[config.mk]
export PLATFORM = sky130hd
export DESIGN_NAME = zle_dec_flat
export DESIGN_NICKNAME = d
export VERILOG_FILES = /design/src/rtl/zle_pkg.sv /design/src/rtl/zle_dec_if.sv /design/src/rtl/zle_dec_dp.sv /design/src/rtl/zle_dec.sv /design/src/flat_wrapper.sv
export SDC_FILE = /design/constraint.sdc
export NUM_CORES = 1
export LEC_CHECK = 0
export ABC_AREA = 1
export CORE_MARGIN = 8
export CORE_UTILIZATION = 46
export CTS_BUF_LIST = sky130_fd_sc_hd__clkbuf_16
export DETAILED_ROUTE_END_ITERATION = 7
export GPL_TIMING_DRIVEN = 0
export PLACE_DENSITY = 0.86
export REMOVE_ABC_BUFFERS = 1
export SYNTH_ARGS = -nofsm -noshare
export SYNTH_HDL_FRONTEND = slang
export SYNTH_HIERARCHICAL = 1
export SYNTH_SLANG_ARGS = --single-unit
[constraint.sdc]
create_clock -name clock -period 1.9 [get_ports clock]
set_input_delay 0.285 -clock clock [delete_from_list [all_inputs] [get_ports clock]]
set_output_delay 0.285 -clock clock [all_outputs]
set_load 0.005 [all_outputs]
[src/rtl/zle_pkg.sv]
// Shared definitions for the zero-length-encoding codec: default widths and
// the decoder FSM state encoding.
package zle_pkg;

  localparam int DW_DEF = 3;
  localparam int CW_DEF = 4;

  typedef enum logic [1:0] {
    S_FETCH = 2'd0,
    S_LIT   = 2'd1,
    S_RUN   = 2'd2
  } state_t;

endpackage

[src/rtl/zle_dec_if.sv]
// Token-in / symbol-out stream bundle for the zle decoder.
// Handshake: a beat transfers on a rising edge where the sender's valid is 1
// and the receiver's backpressure (i_b / o_b) is 0; i_b=1 / o_b=1 means "not accepting".
interface zle_dec_if #(
  parameter int DW = zle_pkg::DW_DEF,
  parameter int CW = zle_pkg::CW_DEF
);

  logic [CW:0]   i_d;
  logic          i_v;
  logic          i_b;
  logic [DW-1:0] o_d;
  logic          o_v;
  logic          o_b;

  modport master (
    output i_d, i_v, o_b,
    input  i_b, o_d, o_v
  );

  modport slave (
    input  i_d, i_v, o_b,
    output i_b, o_d, o_v
  );

endinterface

[src/rtl/zle_dec_dp.sv]
// Decoder datapath: run counter, literal register and the output symbol mux.
module zle_dec_dp
  import zle_pkg::*;
#(
  parameter int DW = DW_DEF,
  parameter int CW = CW_DEF
) (
  input  logic          clock,
  input  logic          reset,
  input  logic [CW-1:0] tok_len,
  input  logic          load_lit,
  input  logic          load_cnt,
  input  logic          dec_cnt,
  input  logic          lit_sel,
  output logic [DW-1:0] o_d,
  output logic          cnt_eq_1
);

  logic [CW-1:0] cnt_q, cnt_d;
  logic [DW-1:0] lit_q, lit_d;

  always_comb begin
    cnt_d = cnt_q;
    if (load_cnt) begin
      cnt_d = tok_len;
    end else if (dec_cnt && (cnt_q != '0)) begin
      cnt_d = cnt_q - CW'(1);
    end
  end

  // Literal bits above DW-1 in the token are deliberately dropped.
  always_comb begin
    lit_d = lit_q;
    if (load_lit) begin
      lit_d = tok_len[DW-1:0];
    end
  end

  always_ff @(posedge clock or negedge reset) begin
    if (!reset) begin
      cnt_q <= '0;
      lit_q <= '0;
    end else begin
      cnt_q <= cnt_d;
      lit_q <= lit_d;
    end
  end

  // A run always emits zeros, so only the literal state needs a non-zero mux leg.
  assign o_d      = lit_sel ? lit_q : '0;
  assign cnt_eq_1 = (cnt_q == CW'(1));

endmodule

[src/rtl/zle_dec.sv]
// Zero-length-encoding decoder: expands literal tokens to one symbol and run
// tokens to a burst of zero symbols, one token fully drained before the next.
module zle_dec
  import zle_pkg::*;
#(
  parameter int DW = DW_DEF,
  parameter int CW = CW_DEF
) (
  input  logic        clock,
  input  logic        reset,
  zle_dec_if.slave    bus,
  output logic [1:0]  dbg_state
);

  if (DW > CW) begin : g_bad_params
    $error("zle_dec: DW must not exceed CW");
  end

  state_t        state_q, state_d;
  logic          tok_flag;
  logic [CW-1:0] tok_len;
  logic          accept;
  logic          load_lit, load_cnt, dec_cnt, lit_sel;
  logic          cnt_eq_1;

  assign tok_flag = bus.i_d[CW];
  assign tok_len  = bus.i_d[CW-1:0];
  assign accept   = (state_q == S_FETCH) && bus.i_v;

  assign load_lit = accept && !tok_flag;
  assign load_cnt = accept && tok_flag && (tok_len != '0);
  assign dec_cnt  = (state_q == S_RUN) && !bus.o_b;
  assign lit_sel  = (state_q == S_LIT);

  always_comb begin
    state_d = state_q;
    case (state_q)
      S_FETCH: begin
        if (bus.i_v) begin
          if (!tok_flag) begin
            state_d = S_LIT;
          end else if (tok_len != '0) begin
            state_d = S_RUN;
          end
        end
      end
      S_LIT: begin
        if (!bus.o_b) begin
          state_d = S_FETCH;
        end
      end
      S_RUN: begin
        if (!bus.o_b && cnt_eq_1) begin
          state_d = S_FETCH;
        end
      end
      // The unused encoding stalls input for one cycle, then recovers.
      default: state_d = S_FETCH;
    endcase
  end

  always_ff @(posedge clock or negedge reset) begin
    if (!reset) begin
      state_q <= S_FETCH;
    end else begin
      state_q <= state_d;
    end
  end

  // Outputs decode the state register only; no path from i_v or o_b.
  assign bus.i_b  = (state_q != S_FETCH);
  assign bus.o_v  = (state_q == S_LIT) || (state_q == S_RUN);
  assign dbg_state = state_q;

  zle_dec_dp #(
    .DW(DW),
    .CW(CW)
  ) u_dp (
    .clock    (clock),
    .reset    (reset),
    .tok_len  (tok_len),
    .load_lit (load_lit),
    .load_cnt (load_cnt),
    .dec_cnt  (dec_cnt),
    .lit_sel  (lit_sel),
    .o_d      (bus.o_d),
    .cnt_eq_1 (cnt_eq_1)
  );

endmodule

[src/flat_wrapper.sv]
// flat-port wrapper written by rule: the top's interface ports become plain ports
module zle_dec_flat import zle_pkg::*;
#(
  parameter int DW = DW_DEF,
  parameter int CW = CW_DEF
)
  (clock, reset, dbg_state, bus_i_d, bus_i_v, bus_o_b, bus_i_b, bus_o_d, bus_o_v);
  zle_dec_if #(.DW(DW), .CW(CW)) bus_i ();
  input  logic clock;
  input  logic reset;
  output logic [1:0] dbg_state;
  input wire logic [$bits(bus_i.i_d)-1:0] bus_i_d;
  input wire logic [$bits(bus_i.i_v)-1:0] bus_i_v;
  input wire logic [$bits(bus_i.o_b)-1:0] bus_o_b;
  output wire logic [$bits(bus_i.i_b)-1:0] bus_i_b;
  output wire logic [$bits(bus_i.o_d)-1:0] bus_o_d;
  output wire logic [$bits(bus_i.o_v)-1:0] bus_o_v;
  assign bus_i.i_d = bus_i_d;
  assign bus_i.i_v = bus_i_v;
  assign bus_i.o_b = bus_o_b;
  assign bus_i_b = bus_i.i_b;
  assign bus_o_d = bus_i.o_d;
  assign bus_o_v = bus_i.o_v;
  zle_dec #(.DW(DW), .CW(CW)) u_core (.clock(clock), .reset(reset), .bus(bus_i), .dbg_state(dbg_state));
endmodule
## After elaboration in Yosys (flattened, before gate mapping)

Index checks and enable logic that the tools add are counted.

- Register bits after elaboration: 9
- Input port bits: 9
- Output and inout bits: 7
- Logic and storage cells: 36

- Add/subtract/negate cells: 1
- Equal/unequal tests: 7
- Multiplexer cells: 9
- Reductions and logical operators: 16

Operator list:

| operator | count |
|---|---|
| 2-to-1 mux 2 bit | 5 |
| 2-to-1 mux 4 bit | 2 |
| nonzero test 4 bit | 2 |
| logical AND 1 bit | 7 |
| one-hot mux 2 bit (3 select lines) | 1 |
| equality test 4 x 1 -> 1 bit, second input constant | 1 |
| != test 2 bit, second input constant | 2 |
| AND reduction 4 bit | 1 |
| nonzero test 2 bit | 2 |
| subtractor 4 x 1 -> 4 bit, second input constant | 1 |
| 2-to-1 mux 3 bit | 1 |
| != test 3 bit, second input constant | 1 |
| equality test 2 x 1 -> 1 bit, second input constant | 1 |
| equality test 2 bit, second input constant | 1 |
| logical NOT 1 bit | 2 |
| logical NOT 2 bit | 1 |
| != test 2 x 1 -> 1 bit, second input constant | 1 |
| logical OR 1 bit | 1 |

## Logic depth before layout (Yosys ltp)

Gate-level depths: netlist of the first run.

- Word-level depth: 5
- Depth in mapped cells: 9
- Gate-level depth less buffers: 9

## Modules after synthesis

The synthesis of the first run kept the hierarchy.

By module, submodules not included:

| module | times used | cells each | area an instance (um2) | seq. area each (um2) |
|---|---|---|---|---|
| zle_dec_dp | 1 | 53 | 415.4 | 175.2 |
| zle_dec | 1 | 34 | 214.0 | 50.0 |

## Worst setup path after synthesis of the first run

OpenSTA, ideal clock, no wires.

- Path kind: flip-flop to flip-flop
- Start point: register u_core.state_q[0] (netlist: u_core/dbg_state[0])
- End point: register u_core.u_dp.cnt_q[2]
- Setup time: 0.121 ns
- Arrival: 1.388 ns
- Required time: 1.779 ns
- Setup slack: 0.392 ns
- Stages on the path, launching flop included: 10
- Path buffers: 0
- Clock period less this slack: 1.508 ns
- Path through: dfrtp_1 -> inv_1 -> ha_1 -> nand2_1 -> nor2_1 -> inv_2 -> nand3_1 -> nand2_1 -> nand2_1 -> o21ai_1

- Longest elaborated chain between the ends: 5
- Elaborated cells on any way between the ends: 9
- Classes of those cells: eq/ne: 1; mux: 1; reduce/logical: 7

Ends and longest elaborated chain:

| what | RTL line | source |
|---|---|---|
| start: declaration | zle_dec.sv:19 | `state_t state_q, state_d;` |
| start signal: assignment | zle_dec.sv:66 | `state_q <= state_d;` |
| logical NOT 2 bit * | zle_dec.sv:28 | `assign accept = (state_q == S_FETCH) && bus.i_v;` |
| logical AND 1 bit * | zle_dec.sv:28 |  |
| logical AND 1 bit * (2 in a row) | zle_dec.sv:31 | `assign load_cnt = accept && tok_flag && (tok_len != '0);` |
| named net u_core.load_cnt | zle_dec.sv:23 | `logic load_lit, load_cnt, dec_cnt, lit_sel;` |
| 2-to-1 mux 4 bit / nonzero test 2 bit (equally long branches) | - |  |
| end signal: assignment | zle_dec_dp.sv:44 | `cnt_q <= cnt_d;` |
| end: declaration | zle_dec_dp.sv:19 | `logic [CW-1:0] cnt_q, cnt_d;` |

The timed path passes the listed nets; every way through them passes the cells marked *.
A chain may end at the register's enable or synchronous reset.

## Worst setup path after layout of the first run

- Start point: register u_core.state_q[1] (netlist: u_core/dbg_state[1])
- End point: output port bus_o_d[1]

- Longest elaborated chain between the ends: 2

Ends and longest elaborated chain:

| what | RTL line | source |
|---|---|---|
| equality test 2 x 1 -> 1 bit | zle_dec.sv:33 | `assign lit_sel = (state_q == S_LIT);` |
| named net u_core.lit_sel | zle_dec.sv:23 |  |
| 2-to-1 mux 3 bit | zle_dec_dp.sv:50 | `assign o_d = lit_sel ? lit_q : '0;` |
| end: declaration | flat_wrapper.sv:16 | `output wire logic [$bits(bus_i.o_d)-1:0] bus_o_d;` |

The timed path passes the listed nets, and every way through them passes these cells.

==> flow_metrics.tcl, run 1 <==
set metrics [dict create \
    cts_tree "built" \
    yosysSeqAreaShare_pct 35.8 \
    dr.pass1.iters 4 \
    max_slew_margin_pct 71.9 \
    yosysTopAreaCellShare_pct 35.8 \
    synth_area_leaders "dfrtp_1, nand2_1, ha_1" \
    grt.busiest_layer "met2" \
    drt_wl_total_um 1760 \
    cp-start-kind "register" \
    drive_above_1_share_pct 15.1 \
    worstSetupEndpoint "bus_o_d[1]" \
    drc_errors 0 \
    cts_buffers 3 \
    vias 648 \
    nets 121 \
    coreArea_um2 1280 \
    drt-initial-drc-count 14 \
    worstSetupEndpointType "output pin" \
    outcome "complete, no violations" \
    clock_sinks 9 \
    rsz0062_at_grt "true" \
    synth_cell_type_count 18 \
    start_util_pct 49.0 \
    cp_slowest_cell "clkdlybuf4s50_1" \
    crit_buf_inv 3 \
    mostFrequentLayoutCells "nand2_1, clkdlybuf4s50_1, inv_1" \
    syn_area_per_cell_um2 7.23 \
    ioPinCount 16 \
    setup_viol 0 \
    gp_congestion 0.843 \
    synth_top_area_cell "dfrtp_1" \
    dp_hpwl_um 1220 \
    syn_to_final_growth_pct 40.4 \
    routed_via_density 5.36 \
    finalHoldViolCount 0 \
    period_needed_ns 1.86 \
    r2r_end "u_core/u_dp/cnt_q[2]" \
    met2_usage_pct 26.0 \
    cts_setup_buffers 0 \
    post_synth_inst_count 87 \
    clock_latency_ns 0.24 \
    io_buffer_count 15 \
    place_ws_ns 0.0147 \
    tightestPinTransition_ns 0.421 \
    synth-seq-cells 9 \
    netlist_area_um2 629 \
    crit_fanout 4 \
    clkTransAtPathRegs_ns 0.04 \
    die_y_um 53.0 \
    crit_top_cell "inv_1" \
    grt_use_total_pct 14.4 \
    placement.cell_area_um2 798 \
    cp.depth 5 \
    rrSetupSlack_ns 0.23 \
    finalSetupTns_ns 0 \
    fin_area_um2 883 \
    grt_max_degree 10 \
    p_per_area_nw_per_um2 1600 \
    clockBufferDepth 2 \
    hold_buffers 0 \
    path_delay_family "buffers and inverters" \
    critical_path_class "reg2out" \
    worstPathRequired_ns 1.62 \
    finalClockSkew_ns 0.00216 \
    fp.dieArea_um2 2810 \
    maxCapViolCount 0 \
    crit_chain "inv_1 > ha_2 > nand2_1 > inv_1 > clkdlybuf4s50_1" \
    ys_warn_count 6 \
    grt-ovfl-total 0 \
    vdd_ir_drop_max_mv 0.960 \
    hold_class "in2async" \
    use_met1_pct 15.0 \
    antenna_found_initial 0 \
    slowest_delay_ns 0.49 \
    place_inst 117 \
    cp.arrival_ns 1.58 \
    wl_per_cell_um 14.5 \
    cts_resized 0 \
    mostFrequentLayoutCell "nand2_1" \
    htreeDepth 1 \
    grt_pass1_vias 659 \
    root_buffer "clkbuf_16" \
    max_freq_mhz 537 \
    p_leak_nw 0.442 \
    die_w_um 53.0 \
    worstReg2RegStart "u_core/dbg_state[1]" \
    num_rows 13 \
    critPathLaunch "u_core/dbg_state[1]" \
    use_met3_pct 2.80 \
    period_share_pct 98.0 \
    grt_pass1_wl_um 2960 \
    ff2ff_path_depth 9 \
    fin_ws_ns 0.0377 \
    postRouteAntennaNets 0 \
    diodes 0 \
    layout.cells.non_filler 121 \
    maxSlewViolCount 0 \
]
## worst reg2reg max path, cell delays in order, from the launching register on
cell	delay, ns
dfrtp_1	0.40
inv_1	0.10
ha_1	0.21
nand2_1	0.13
nor2_2	0.32
inv_2	0.12
nand3_1	0.10
nand2_1	0.07
nand2_1	0.06
o21ai_1	0.05
## how the worst min path moves through the flow
| stage | end | slack, ns | cells past startpoint |
|---|---|---|---|
| 5_1_grt | u_core/u_dp/cnt_q[1] | 0.39 | 1 |
| 6_report | u_core/u_dp/lit_q[1] | 0.35 | 1 |
| 2_1_floorplan | u_core/dbg_state[0] | -0.01 | 0 |
| 4_1_cts | u_core/u_dp/cnt_q[1] | 0.37 | 1 |
| 3_3_place_gp | u_core/u_dp/lit_q[0] | 0.49 | 1 |
| 3_5_place_dp | u_core/u_dp/lit_q[0] | 0.50 | 1 |
## per-layer routing
layer / part of all wire, % / routed length (um)
met1: 39 / 693
met2: 52 / 921
met3: 4.8 / 84
met4: 3.4 / 59
met5: 0 / 0
## power by group
part	total, W	switching, W	internal (W)
registers	0.000361	0.0000761	0.000285
clock network	0.000376	0.0000980	0.000278
logic	0.000673	0.000359	0.000314
## stage by stage
| step | hold slack, ns | total power, W | util, % |
|---|---|---|---|
| after detailed placement | 0.503 | 0.00100 | 62.1 |
| after global routing | 0.392 | 0.00152 | 68.7 |
| final | 0.353 | 0.00141 | 68.7 |
| after CTS | 0.365 | 0.00140 | 68.4 |
| after floorplan | -0.0106 | 0.000751 | - |
| after global placement | 0.490 | 0.000967 | 62.1 |
## cells in the mapped netlist (all sizes together)
library cell   n
nand3b         1
o21ai          6
nor3b          1
mux2           3
nand3          6
nand4          1
inv           14
nor2          11
nand2         29
ha             5
clkinv         1
dfrtp          9
## sequential cells by signal (all words and copies together) (netlist names)
name	cells
u_core/u_dp/cnt_q	4
u_core/u_dp/lit_q	3
u_core/dbg_state	2
## cell type report
type	instances	area, um^2
fillers	93	402
multi-input cells	63	353
flip-flops and latches	9	225
repair buffers	15	150
clock buffers	3	75.1
inverters	15	56.3
well taps	15	18.8
clock inverters	1	5.00
## logic make-up (layout without fill, tap and decap cells)
group	after synthesis	in the layout	synth area share [%]
muxes	3	3	5.37
DFF	9	9	35.8
buffers and inverters	15	34	8.95
adders and majority gates	5	5	9.94
AOI/OAI and AO/OA	6	6	4.77
and+or+nand+nor	49	49	35.2
Note: power is estimated with default switching activity, not from simulation.
==> inputs of run 2 (changes only) <==
Settings changed: CORE_MARGIN 8 to 3, GPL_TIMING_DRIVEN 0 to 1, SETUP_SLACK_MARGIN set to 0.02.
==> run 2 against run 1 <==
  * Register-to-register slack hardly changed
  * Clock skew is essentially flat
  * Clock power down 2%
  * Via count down 6.0%
  * Non-clock buffer count increased by 1
  * Flip-flop and latch count is the same
  * Sequential share of layout area decreased by 0.32 points
  * Worst setup slack better by 0.052 ns
  * Cell count did not move
  * Cell area is 1.8% higher
  * Largest cell class unchanged
==> flow_metrics.tcl, run 2 (synthesis results as in run 1) <==
set metrics [dict create \
    outcome "complete, no violations" \
    slowest_delay_ns 0.50 \
    worstSetupEndpointType "output pin" \
    grt.busiest_layer "met2" \
    routed_via_density 5.03 \
    fillers 81 \
    vias 609 \
    hold_class "in2async" \
    drt_wl_total_um 1620 \
    worstPathRequired_ns 1.62 \
    setup_viol 0 \
    cts_tree "built" \
    mostFrequentLayoutCells "nand2_1, clkdlybuf4s50_1, inv_1" \
    clock_latency_ns 0.24 \
    cp.arrival_ns 1.53 \
    grt_pass1_wl_um 2700 \
    clkTransAtPathRegs_ns 0.04 \
    grt_pass1_vias 646 \
    root_buffer "clkbuf_16" \
    maxCapViolCount 0 \
    fp.dieArea_um2 1850 \
    htreeDepth 1 \
    cts_setup_buffers 0 \
    fin_ws_ns 0.0895 \
    place_ws_ns 0.195 \
    met2_usage_pct 32.6 \
    finalHoldViolCount 0 \
    cp-start-kind "register" \
    io_buffer_count 15 \
    place_inst 117 \
    start_util_pct 53.1 \
    postRouteAntennaNets 0 \
    vdd_ir_drop_max_mv 0.879 \
    crit_fanout 4 \
    mostFrequentLayoutCell "nand2_1" \
    dr.pass1.iters 4 \
    p_leak_nw 0.449 \
    hold-worst-slack_ns 0.352 \
    cts_buffers 3 \
    period_needed_ns 1.81 \
    antenna_found_initial 0 \
    p_per_area_nw_per_um2 1570 \
    gp_congestion 0.812 \
    rrSetupSlack_ns 0.24 \
    use_met1_pct 21.3 \
    syn_to_final_growth_pct 42.9 \
    dp_hpwl_um 1070 \
    maxSlewViolCount 0 \
    cp_slowest_cell "clkdlybuf4s50_1" \
    num_rows 12 \
    diodes 0 \
    ioPinCount 16 \
    grt_max_degree 10 \
    crit_chain "inv_1 > ha_1 > inv_2 > clkdlybuf4s50_1" \
    rsz0062_at_grt "false" \
    max_freq_mhz 552 \
    crit_buf_inv 3 \
    finalSetupTns_ns 0 \
    max_slew_margin_pct 72.1 \
    layout.cells.non_filler 121 \
    tightestPinTransition_ns 0.417 \
    registers.top_by_ff_count "u_core/u_dp/cnt_q" \
    drive_above_1_share_pct 16.8 \
    die_w_um 43.0 \
    grt-ovfl-total 0 \
    regArea_um2 226 \
    nets 122 \
    clockBufferDepth 2 \
    critical_path_class "reg2out" \
    clock_sinks 9 \
    largest_register_ff_count 4 \
    path_delay_family "buffers and inverters" \
    use_met3_pct 6.78 \
    multi_input_area_um2 363 \
    coreArea_um2 1190 \
    wl_per_cell_um 13.4 \
    period_share_pct 95.3 \
    die_y_um 43.0 \
    finalClockSkew_ns 0.00215 \
    drt-initial-drc-count 34 \
    drc_errors 0 \
    grt_use_total_pct 20.2 \
    hold_buffers 0 \
]
## run 2: changes by cell type in the layout (fill, tap and decap cells not counted), sizes merged
cell,before,now
buf,0,1
clkinv,2,1
inv,14,15
## run 2: report_power, final
part / internal [W] / switching [W]
Combinational: 0.000329 / 0.000346
Clock: 0.000275 / 0.0000950
Sequential: 0.000286 / 0.0000834
## run 2: path summary, 6_finish.rpt
path                                      start                    to  depth (start not counted)
max in group asynchronous                 reset   u_core/dbg_state[0]                          1
min reg2reg                u_core/u_dp/lit_q[1]  u_core/u_dp/lit_q[1]                          1
min in group clock         u_core/u_dp/lit_q[1]  u_core/u_dp/lit_q[1]                          1
max                         u_core/dbg_state[0]               bus_i_b                          4
max reg2reg                 u_core/dbg_state[0]  u_core/u_dp/cnt_q[0]                          9
min                                       reset  u_core/u_dp/cnt_q[1]                          1
## run 2: what timing repair did
item	in CTS	in global routing
hold endpoints to repair	0	0
resized for setup	1	4
endpoints found under the setup margin	3	3
## run 2: layout make-up
class                   count  area share [%]
clock buffers               3            8.34
flip-flops and latches      9            25.2
inverters                  15            6.26
clock inverters             1           0.417
well taps                  14            1.95
repair buffers             16            17.5
multi-input cells          63            40.3
## run 2: layer usage
layer / vias to the layer above / share of wire, %
li1: 309 / -
met1: 278 / 42
met2: 20 / 53
met3: 2 / 4.5
met4: 0 / 0.93
met5: - / 0
## run 2: stage by stage
| stage | power, W | util [%] | cell area [um^2] |
|---|---|---|---|
| finish | 0.00142 | 75.8 | 900 |
| global route | 0.00152 | 75.8 | 900 |
| CTS | 0.00140 | 74.7 | 886 |
| detailed placement | 0.000995 | 67.8 | 805 |
| global placement | 0.000974 | 67.8 | 805 |
| floorplan | 0.000751 | - | 629 |
==> RTL edit, RTL diff (settings of run 2) <==
Reset style: synchronous (`reset`), changed in 2 clocked blocks.
--- a/src/rtl/zle_dec_dp.sv
+++ b/src/rtl/zle_dec_dp.sv
@@ -38,3 +38,3 @@
 
-  always_ff @(posedge clock or negedge reset) begin
+  always_ff @(posedge clock) begin
     if (!reset) begin
--- a/src/rtl/zle_dec.sv
+++ b/src/rtl/zle_dec.sv
@@ -61,3 +61,3 @@
 
-  always_ff @(posedge clock or negedge reset) begin
+  always_ff @(posedge clock) begin
     if (!reset) begin
Formal check against the unedited RTL: differs if reset is asserted again (counterexample within 4 cycles, from zero or initial values and one cycle with reset low); with reset held inactive, the same outputs for 10 cycles.
==> RTL edit against run 2 <==
Final area is 1.3% lower. Sequential power is 25% lower. Worst hold slack better by 0.13 ns. Power is 19% lower. Routed wire length is 3.9% lower. Area after synthesis stayed put. Worst setup slack better by 0.0041 ns. Utilization is 0.95 points lower. Sequential cell count stayed put. Count of clock-buffer cells in the layout stayed put. Synthesized cell count is 14% higher.
==> RTL edit: results (changes against run 2) <==
Global routing
  – First-pass GRT wire length: 2580 um (-4.6%)
  – Vias in the first global route: 631 (-2.3%)
  – Largest net degree at the start of global routing: 8 (-2)

Min path
  – Hold crit path type: flop to flop

Logic synthesis
  – Mux cell area share after synthesis: 0% (-5.4 points)
  – Synth unique cells: 17 (-1)
  – Commonest register cell after synthesis: dfxtp_1
  – Compound-Gate Fraction of Synth Area: 12.52% (+7.8 points)
  – Register area share after synthesis: 28.63% (-7.2 points)
  – Synth top cells by count: nand2_1 (24), inv_1 (16), nor2_1 (15), dfxtp_1 (9), nand3_1 (8)

Critical path
  – Reg2Reg Launch Point: u_core/dbg_state[1]$_SDFFE_PN0P_
  – Register-to-register setup slack: 0.22 ns (-0.02 ns)

Place
  – Routability Congestion: 0.8860 (+9.2%)
  – Post-DP HPWL: 1202 um (+12%)
  – Post-Place Setup Slack: 0.07846 ns (-0.1161 ns)

Routing
  – WL met2: 730 um (-15%)
  – DR WL/cell: 11.71 um (-13%)
  – Vias per cell: 5.083 (+0.99%)
  – Metal-1 WL: 716 um (+6.4%)
  – Met3 Wirelength: 60 um (-18%)
  – 1st-iter DRT viols: 37 (+8.8%)

Cells and area
  – Fill cells: 89 (+9.9%)
  – Nets: 134 (+9.8%)
  – Layout cell share with drive strength beyond 1: 14.29% (-2.5 points)

Outcome
  – Status: finished clean

Pwr
  – VDD IR max: 0.001152 V (+31%)

Timing
  – Worst Tran Pin Value: 0.3696 ns (-0.04703 ns)
  – WHS: 0.4850 ns (+0.1327 ns)
==> RTL edit: cell families after synthesis <==
group	after synthesis
simple gates	54
buf+inv	18
compound gates	13
flops	9
fa+ha+maj	5
==> RTL edit: cell type report <==
class	instances	share of cell area (%)
Multi-Input combinational cell	72	43.24
Tap cell	14	1.972
Clock inverter	1	0.5634
Sequential cell	9	20.42
Timing Repair Buffer	16	17.75
Inverter	18	7.606
Clock buffer	3	8.451
==> RTL edit: how the worst max path moves through the flow <==
stage,end,slack [ns],cells after the start
3_3_place_gp,u_core/u_dp/cnt_q[0]$_SDFFE_PN0P_,0.18,8
4_1_cts,bus_i_b,0.06,4
5_1_grt,bus_o_d[2],0.04,5
3_5_place_dp,u_core/u_dp/cnt_q[1]$_SDFFE_PN0P_,0.08,8
2_1_floorplan,u_core/u_dp/cnt_q[3]$_SDFFE_PN0P_,0.12,9
6_report,bus_i_b,0.09,4
==> RTL edit: through the flow <==
step | area, um^2 | power (mW)
after CTS | 884.6 | 1.153
after floorplan | 629.4 | 0.5838
after detailed placement | 804.5 | 0.7746
after global routing | 888.4 | 1.234
final | 888.4 | 1.149
after global placement | 804.5 | 0.7510
==> RTL edit: layer usage <==
layer	vias up	GRT usage, %
met5	-	0
met4	0	12.65
li1	349	-
met2	17	29.34
met1	304	22.78
met3	6	2.542
==> RTL edit: critical path, cell delays in order, from the launching register on <==
cell             delay (ns)
dfxtp_1                0.34
inv_1                  0.09
ha_1                   0.23
inv_2                  0.12
clkdlybuf4s50_1        0.51
==> RTL edit: timing repair <==
item,4_1_cts,5_1_grt
resized for setup,0,2
hold buffers,0,0
setup endpoints to repair,0,3
==> RTL edit: power by group <==
part,internal [mW],switching (mW)
Clock,0.277,0.0905
Combinational,0.230,0.276
Sequential,0.235,0.0406
Total,0.742,0.407
